==> config.mk <==
export PLATFORM = sky130hd
export DESIGN_NAME = seq_word_comparator
export DESIGN_NICKNAME = d
export VERILOG_FILES = /design/src/rtl/cmp_pkg.sv /design/src/rtl/word_cmp.sv /design/src/rtl/seq_word_comparator.sv
export SDC_FILE = /design/constraint.sdc
export NUM_CORES = 1
export LEC_CHECK = 0
export CAP_MARGIN = 20
export CORE_ASPECT_RATIO = 1.25
export CORE_UTILIZATION = 43
export CTS_CLUSTER_SIZE = 24
export DETAILED_ROUTE_END_ITERATION = 12
export GPL_ROUTABILITY_DRIVEN = 1
export PLACE_DENSITY = 0.95
export SLEW_MARGIN = 20
export SYNTH_ARGS = -nofsm -noshare
export SYNTH_HDL_FRONTEND = slang
export SYNTH_SLANG_ARGS = --single-unit
==> constraint.sdc <==
create_clock -name clk -period 3.1 [get_ports clk]
set_input_delay 0.775 -clock clk [delete_from_list [all_inputs] [get_ports clk]]
set_output_delay 0.775 -clock clk [all_outputs]
set_load 0.01 [all_outputs]
==> src/rtl/cmp_pkg.sv <==
// Shared types and constants for the streamed word comparator.
// Relation codes are what the top level latches per word pair.
package cmp_pkg;

    typedef enum logic [1:0] {
        IDLE    = 2'd0,
        COMPARE = 2'd1,
        DONE    = 2'd2
    } state_e;

    localparam logic [1:0] RES_EQ = 2'd0;
    localparam logic [1:0] RES_GT = 2'd1;
    localparam logic [1:0] RES_LT = 2'd2;

    localparam logic ORDER_MSW = 1'b0;
    localparam logic ORDER_LSW = 1'b1;

    function automatic logic [1:0] encode_rel(input logic gt, input logic lt);
        if (gt)
            return RES_GT;
        else if (lt)
            return RES_LT;
        else
            return RES_EQ;
    endfunction

endpackage

==> src/rtl/word_cmp.sv <==
// Combinational unsigned compare of one word pair; the parametrised
// form of the single-bit comparator.
module word_cmp #(
    parameter int WORD_W = 32
) (
    input  logic [WORD_W-1:0] a,
    input  logic [WORD_W-1:0] b,
    output logic              eq,
    output logic              gt,
    output logic              lt
);

    assign eq = (a == b);
    assign gt = (a > b);
    assign lt = (a < b);

endmodule

==> src/rtl/seq_word_comparator.sv <==
// Multi-word unsigned comparator fed one word pair per cycle, with a
// start/valid/ready handshake and a registered eq/gt/lt result.
module seq_word_comparator
    import cmp_pkg::*;
#(
    parameter int WORD_W    = 32,
    parameter int NUM_WORDS = 8
) (
    input  logic              clk,
    input  logic              rst_n,
    input  logic              start,
    input  logic              lsw_first,
    input  logic [WORD_W-1:0] a_word,
    input  logic [WORD_W-1:0] b_word,
    input  logic              in_valid,
    output logic              in_ready,
    output logic              busy,
    output logic              done,
    output logic              eq,
    output logic              gt,
    output logic              lt
);

    localparam int CNT_W = (NUM_WORDS > 1) ? $clog2(NUM_WORDS) : 1;
    localparam logic [CNT_W-1:0] LAST_IDX = CNT_W'(NUM_WORDS - 1);

    state_e           state;
    state_e           state_next;
    logic [CNT_W-1:0] word_cnt;
    logic             order;
    logic             decided;
    logic [1:0]       rel;
    logic [1:0]       rel_next;
    logic             eq_q;
    logic             gt_q;
    logic             lt_q;
    logic             w_eq;
    logic             w_gt;
    logic             w_lt;
    logic             accept;
    logic             start_ok;
    logic             last_pair;

    word_cmp #(.WORD_W(WORD_W)) u_word_cmp (
        .a  (a_word),
        .b  (b_word),
        .eq (w_eq),
        .gt (w_gt),
        .lt (w_lt)
    );

    assign accept    = (state == COMPARE) && in_valid;
    assign start_ok  = start && ((state == IDLE) || (state == DONE));
    assign last_pair = accept && (word_cnt == LAST_IDX);

    // MSW-first keeps the first difference; LSW-first lets each later
    // (more significant) difference overwrite the earlier one.
    always_comb begin
        rel_next = rel;
        if (accept && !w_eq) begin
            if ((order == ORDER_LSW) || !decided)
                rel_next = encode_rel(w_gt, w_lt);
        end
    end

    always_comb begin
        state_next = state;
        case (state)
            IDLE:    if (start) state_next = COMPARE;
            COMPARE: if (last_pair) state_next = DONE;
            DONE:    state_next = start ? COMPARE : IDLE;
            default: state_next = IDLE;
        endcase
    end

    always_ff @(posedge clk or negedge rst_n) begin
        if (!rst_n) begin
            state    <= IDLE;
            word_cnt <= '0;
            order    <= ORDER_MSW;
            decided  <= 1'b0;
            rel      <= RES_EQ;
            eq_q     <= 1'b0;
            gt_q     <= 1'b0;
            lt_q     <= 1'b0;
        end else begin
            state <= state_next;
            if (start_ok) begin
                word_cnt <= '0;
                order    <= lsw_first;
                decided  <= 1'b0;
                rel      <= RES_EQ;
                eq_q     <= 1'b0;
                gt_q     <= 1'b0;
                lt_q     <= 1'b0;
            end else if (accept) begin
                rel <= rel_next;
                if (!w_eq)
                    decided <= 1'b1;
                if (last_pair) begin
                    eq_q <= (rel_next == RES_EQ);
                    gt_q <= (rel_next == RES_GT);
                    lt_q <= (rel_next == RES_LT);
                end else begin
                    word_cnt <= word_cnt + CNT_W'(1);
                end
            end
        end
    end

    assign in_ready = (state == COMPARE);
    assign busy     = (state == COMPARE);
    assign done     = (state == DONE);
    assign eq       = eq_q;
    assign gt       = gt_q;
    assign lt       = lt_q;

endmodule

==> results of run 1 <==
[layout by cell type, fill, tap and decap left out, drive strengths merged, types with 2 or more instances in the layout]
| cell | count |
|---|---|
| clkdlybuf4s50 | 74 |
| inv | 35 |
| ha | 34 |
| a21oi | 17 |
| nand2 | 16 |
| dfrtp | 12 |
| nand3 | 6 |
| nand4 | 6 |
| o21ai | 5 |
| nor2b | 4 |
| nor2 | 4 |
| clkbuf | 3 |
| nor4 | 3 |
| and4 | 2 |
| o211ai | 2 |
| a21o | 2 |
| a22o | 2 |
| a211oi | 2 |
[final cells by class]
type / instances / area [um2] / area share [%]
multi-input cells: 121 / 1000 / 44.3
repair buffers: 74 / 741 / 32.8
flip-flops and latches: 12 / 300 / 13.3
inverters: 35 / 131 / 5.81
well taps: 37 / 46.3 / 2.05
clock buffers: 3 / 41.3 / 1.83
[worst max-delay path by stage]
stage | start | end | slack (ns) | cells after the start
6_report | b_word[14] | gt$_DFFE_PN0P_ | 0.46 | 9
5_1_grt | b_word[14] | gt$_DFFE_PN0P_ | 0.28 | 9
4_1_cts | b_word[14] | gt$_DFFE_PN0P_ | 0.43 | 9
3_5_place_dp | b_word[14] | gt$_DFFE_PN0P_ | 0.18 | 9
3_3_place_gp | b_word[10] | rel[1]$_DFFE_PN0P_ | 0.24 | 9
2_1_floorplan | b_word[27] | lt$_DFFE_PN0P_ | 0.84 | 8
[cell families (layout without fill, tap and decap cells)]
group                    Yosys count  in the layout
multiplexers                       1              1
adder cells (fa/ha/maj)           34             34
buffers and inverters             37            112
flip-flops                        12             12
AND/OR/NAND/NOR                   46             46
AO/OA/AOI/OAI                     40             40
[stage by stage]
step	utilization (%)	instances
4_1_cts	70.8	282
2_1_floorplan	-	170
5_1_grt	70.8	282
3_5_place_dp	69.5	279
3_3_place_gp	69.5	279
6_report	70.8	282
[state kept, by name (all words and copies together) (netlist names)]
signal / count
eq: 1
gt: 1
order: 1
state: 2
decided: 1
lt: 1
word_cnt: 3
rel: 2
[power by group]
part	total (uW)	switching, uW	internal (uW)
logic	431	192	240
registers	262	40.3	221
clock network	142	56.8	85.5
[worst max-delay path, stage by stage]
cell,delay (ns)
clkdlybuf4s50_1,0.46
inv_1,0.04
ha_1,0.31
nand4_1,0.18
nor4_2,0.29
a21bo_1,0.27
o211ai_1,0.12
a211oi_2,0.13
o31ai_2,0.24
[routing by layer]
metal	vias up	track usage, %
li1	752	-
met1	681	17.6
met2	47	36.3
met3	5	2.74
met4	0	11.2
met5	-	0
==> flow_summary.json, run 1 <==
{
  "status": "finished clean",
  "cts_tree": "done",
  "row_count": 23,
  "hold_class": "flip-flop to flip-flop",
  "cts.clk_slew.worst_paths_ns": 0.05,
  "design_area_um2": 2260,
  "cts_buffers": 3,
  "dp_hpwl_mm": 2.90,
  "synth.top_cells.by_count": "35 x inv_1, 34 x ha_1, 17 x a21oi_1",
  "worstPathArrival_ns": 2.80,
  "via_per_inst": 5.27,
  "rr_startpoint": "state[0]$_DFFE_PN0P_",
  "cts_buffer_depth": 2,
  "synthAdderAreaFrac_pct": 29.4,
  "holdPathStages": 1,
  "maxCapViolCount": 0,
  "fmax_mhz": 379,
  "yosys_warnings": 0,
  "n_fill_cell": 242,
  "cts_hold_buffers": 0,
  "fin_crit_sh_pct": 85.2,
  "start_util_pct": 45.2,
  "wl_met2_mm": 1.65,
  "period_needed_ns": 2.64,
  "hold_ws_ns": 0.503,
  "area_growth_syn_to_layout_pct": 56.5,
  "coreArea_um2": 3190,
  "avgSynthCellArea_um2": 8.50,
  "synth.area.top_cells": "ha_1 29%, dfrtp_1 21%, inv_1 9.1%",
  "synth_top_flop_cell": "dfrtp_1",
  "synth_xor_xnor_area_share_pct": 0,
  "grt_pass1_wl_mm": 5.03,
  "grt_start_max_net_pins": 13,
  "dieHeight_um": 66.8,
  "drive_gt1_share_pct": 5.71,
  "n_antenna_cell": 0,
  "grt_overflow_total": 0,
  "synthArstFlopShare_pct": 100,
  "slew_viol_final": 0,
  "clock-sinks": 12,
  "synthMuxAreaShare_pct": 0.779,
  "clk_latency_ns": 0.25,
  "power_leakage_uw": 0.00112,
  "setup_ws_ns": 0.459,
  "finClkSkew_ns": 0.00416,
  "rsz0062_at_grt": "no",
  "detail_route.first_pass.iterations": 6,
  "syn-instance-count": 170,
  "ios": 75,
  "ir_drop_v": 0.000366,
  "grt_usage_pct": 18.8,
  "post_cts_buffers": 0,
  "finalSetupViolCount": 0,
  "synthesis.nets": 273,
  "synthSimpleGateAreaFrac_pct": 19.9,
  "root_buffer": "clkbuf_8",
  "synth_compound_area_share_pct": 19.1,
  "finalPower_uw": 835,
  "synth_seq_area_share_pct": 20.8,
  "syn-cell-area_um2": 1450,
  "wl_per_cell_um": 11.5,
  "rrSetupSlack_ns": 1.39,
  "num_vias": 1485,
  "ys_types": 39,
  "wl_met1_mm": 1.26,
  "hold_violations": 0,
  "drt-total-wl_mm": 3.24,
  "drtAntennaViolNets": 0,
  "first_global_vias": 1415,
  "crit_fanout": 3,
  "gp_congestion": 0.716,
  "highest_layer": "met4",
  "synth_top_area_share_pct": 29.4,
  "p_per_area_nw_per_um2": 369,
  "timing_worst_slew_pin_value_ns": 0.524,
  "cp-start-kind": "input port",
  "synthMostInstantiatedCell": "inv_1",
  "htreeDepth": 1,
  "post-route-drc-count": 0,
  "pre_cts_ws_ns": 0.179,
  "ff2ff_path_depth": 5,
  "relSlewSlack_pct": 65.0,
  "finalSetupTns_ns": 0,
  "synth_top_family_by_area": "adder cells",
  "cts_resized": 0,
  "initialDrtViolationCount": 24,
  "cp-end-kind": "flip-flop",
  "hold_end": "word_cnt[2]$_DFFE_PN0P_",
  "r2r_end": "word_cnt[0]$_DFFE_PN0P_",
  "synth_edf_count": 0,
  "synth_top_cell_by_area": "ha_1",
  "antenna_found_initial": 0,
  "crit_type": "input port to flip-flop",
  "worstHoldStart": "word_cnt[2]$_DFFE_PN0P_",
  "dpl_cell_area_um2": 2220,
  "final_nets": 350,
  "cp.required_ns": 3.26,
  "synth_seq_cells": 12,
  "die_x_um": 53.9,
  "port_buffers": 74,
  "met3_length_um": 268,
  "die-area_um2": 3600
}
No activity file was read; power rests on OpenSTA's default activity.
==> run 2, diff against run 1 <==
ABC_AREA = 1   (was unset)
CORE_UTILIZATION = 44   (was 43)
==> flow_summary.json, run 2 <==
{
  "gp_congestion": 0.720,
  "cp-start-kind": "input port",
  "use_met3_pct": 3.15,
  "crit_fanout": 5,
  "met1_usage_pct": 16.9,
  "n_fill_cell": 259,
  "num_vias": 1559,
  "relSlewSlack_pct": 64.3,
  "start_util_pct": 46.7,
  "slew_viol_final": 0,
  "crit_top_cell": "nand2_1",
  "use_met2_pct": 39.6,
  "final_nets": 393,
  "coreArea_um2": 3220,
  "post-route-drc-count": 0,
  "largest_reg_flops": 3,
  "p_per_area_nw_per_um2": 375,
  "root_buffer": "clkbuf_8",
  "synth_seq_area_share_pct": 20.0,
  "timing_worst_slew_pin_value_ns": 0.534,
  "finalPower_uw": 872,
  "row_count": 23,
  "fmax_mhz": 433,
  "syn-instance-count": 212,
  "synthArstFlopShare_pct": 100,
  "initialDrtViolationCount": 14,
  "ir_drop_v": 0.000376,
  "detail_route.first_pass.iterations": 4,
  "synthMostInstantiatedCell": "nand2_1",
  "cts_buffer_depth": 2,
  "syn-cell-area_um2": 1510,
  "design_area_um2": 2330,
  "cts_resized": 0,
  "antenna_found_initial": 0,
  "fin_crit_sh_pct": 74.6,
  "die_x_um": 54.3,
  "htreeDepth": 1,
  "ios": 75,
  "cp-end-kind": "flip-flop",
  "clock-sinks": 12,
  "period_needed_ns": 2.31,
  "synth_top_flop_cell": "dfrtp_1",
  "synth_seq_cells": 12,
  "n_antenna_cell": 0,
  "busiest_layer": "met2",
  "first_global_vias": 1478,
  "rsz0062_at_grt": "no",
  "maxCapViolCount": 0,
  "ys_types": 24,
  "cts_tree": "done",
  "finalSetupTns_ns": 0,
  "area_growth_syn_to_layout_pct": 54.5,
  "synth_top_cell_by_area": "ha_1",
  "port_buffers": 74,
  "crit_type": "input port to flip-flop",
  "drt-total-wl_mm": 3.47,
  "final_util_pct": 72.2,
  "grt_overflow_total": 0,
  "finClkSkew_ns": 0.00159,
  "dpl_cell_area_um2": 2280,
  "cts.clk_slew.worst_paths_ns": 0.05,
  "hold_ws_ns": 0.485,
  "drtAntennaViolNets": 0,
  "avgSynthCellArea_um2": 7.10,
  "hold_violations": 0,
  "synth.area.top_cells": "ha_1 28%, dfrtp_1 20%, nand2_1 14%",
  "layout.cells.most_common": "clkdlybuf4s50_1",
  "worstPathArrival_ns": 2.45,
  "crit_chain": "clkdlybuf4s50_1 > inv_1 > ha_1 > nand2_1 > nor2_1 > nand2_1 > nor2_2 > nand2_2 > nand3_4 > nor2_4 > nand2_4 > nand2_2 > nand3_2 > nand2_1",
  "slowest_stage": "clkdlybuf4s50_1",
  "cts_buffers": 3,
  "die-area_um2": 3660,
  "cp.required_ns": 3.23,
  "grt_start_max_net_pins": 13,
  "reg_top3": "word_cnt x3, rel x2, state x2",
  "cp_num_buf_inv": 2,
  "hold_class": "flip-flop to flip-flop",
  "drive_gt1_share_pct": 9.72,
  "max_stage_delay_ns": 0.46,
  "finalSetupViolCount": 0,
  "layout_common_cells": "74 x clkdlybuf4s50_1, 56 x nand2_1, 49 x inv_1",
  "status": "finished clean",
  "dieHeight_um": 67.4,
  "cts_hold_buffers": 0,
  "wl_per_cell_um": 10.7,
  "grt_usage_pct": 19.4,
  "cpLargestDelayFamily": "simple AND/OR/NAND/NOR gates",
  "synth_edf_count": 0,
  "grt_pass1_wl_mm": 5.23,
  "dp_hpwl_mm": 3.07,
  "power_leakage_uw": 0.00127,
  "clk_latency_ns": 0.24,
  "synth_top_area_share_pct": 28.3,
  "synth.top_cells.by_count": "56 x nand2_1, 49 x inv_1, 34 x ha_1",
  "synthesis.nets": 315,
  "via_per_inst": 4.80,
  "post_cts_buffers": 0,
  "yosys_warnings": 0,
  "top_register": "word_cnt"
}
[run 2: cell count changes in the layout (fill, tap and decap cells not counted), sizes merged, moves of 3 or more]
cell	before	now
nand2	16	67
inv	35	51
nor2	4	18
nand3	6	3
nor4	3	0
a21oi	17	13
nand4	6	2
nor2b	4	0
[run 2: metal layers]
metal,vias up,wire length (um)
met5,-,0
met4,0,80
met3,9,260
met2,47,1870
met1,695,1260
li1,808,-
[run 2: cells by family (layout without fill, tap and decap cells)]
group	count (synthesis)	after routing	share of synthesized area (%)
compound gates	22	22	8.64
buf+inv	53	129	13.5
flops	12	12	20.0
fa+ha+maj	34	34	28.3
simple gates	91	91	29.6
[run 2: worst register-to-register path: stages (launching register included)]
cell and delay, ns:
dfrtp_1 0.39, ha_1 0.21, ha_1 0.18, nand2_1 0.13, o21ai_1 0.14, a32o_1 0.24
[run 2: final cells by class]
| cell class | instances | area (um2) | area share [%] |
|---|---|---|---|
| Sequential cell | 12 | 300 | 12.9 |
| Timing Repair Buffer | 74 | 741 | 31.8 |
| Clock buffer | 3 | 41.3 | 1.78 |
| Inverter | 52 | 196 | 8.45 |
| Tap cell | 37 | 46.3 | 1.99 |
| Multi-Input combinational cell | 147 | 1000 | 43.0 |
[run 2: final timing paths]
path | startpoint | endpoint | slack (ns) | cells after the start
hold / removal | order$_DFFE_PN0P_ | order$_DFFE_PN0P_ | 0.49 | 2
setup reg to reg | word_cnt[0]$_DFFE_PN0P_ | word_cnt[2]$_DFFE_PN0P_ | 1.69 | 5
min in group asynchronous | rst_n | word_cnt[1]$_DFFE_PN0P_ | 0.88 | 1
hold reg to reg | order$_DFFE_PN0P_ | order$_DFFE_PN0P_ | 0.49 | 2
max in group asynchronous | rst_n | rel[1]$_DFFE_PN0P_ | 1.86 | 1
setup / recovery | b_word[7] | lt$_DFFE_PN0P_ | 0.79 | 14
[run 2: stage by stage]
stage | cells | setup slack, ns
final | 325 | 0.789
after global routing | 325 | 0.618
after CTS | 325 | 0.784
after detailed placement | 322 | 0.523
after global placement | 322 | 0.586
after floorplan | 212 | 1.13
[run 2: report_power, final]
group | switching (uW) | internal, uW
clock | 57.1 | 85.6
sequential | 30.7 | 215
combinational | 233 | 250
total | 321 | 551
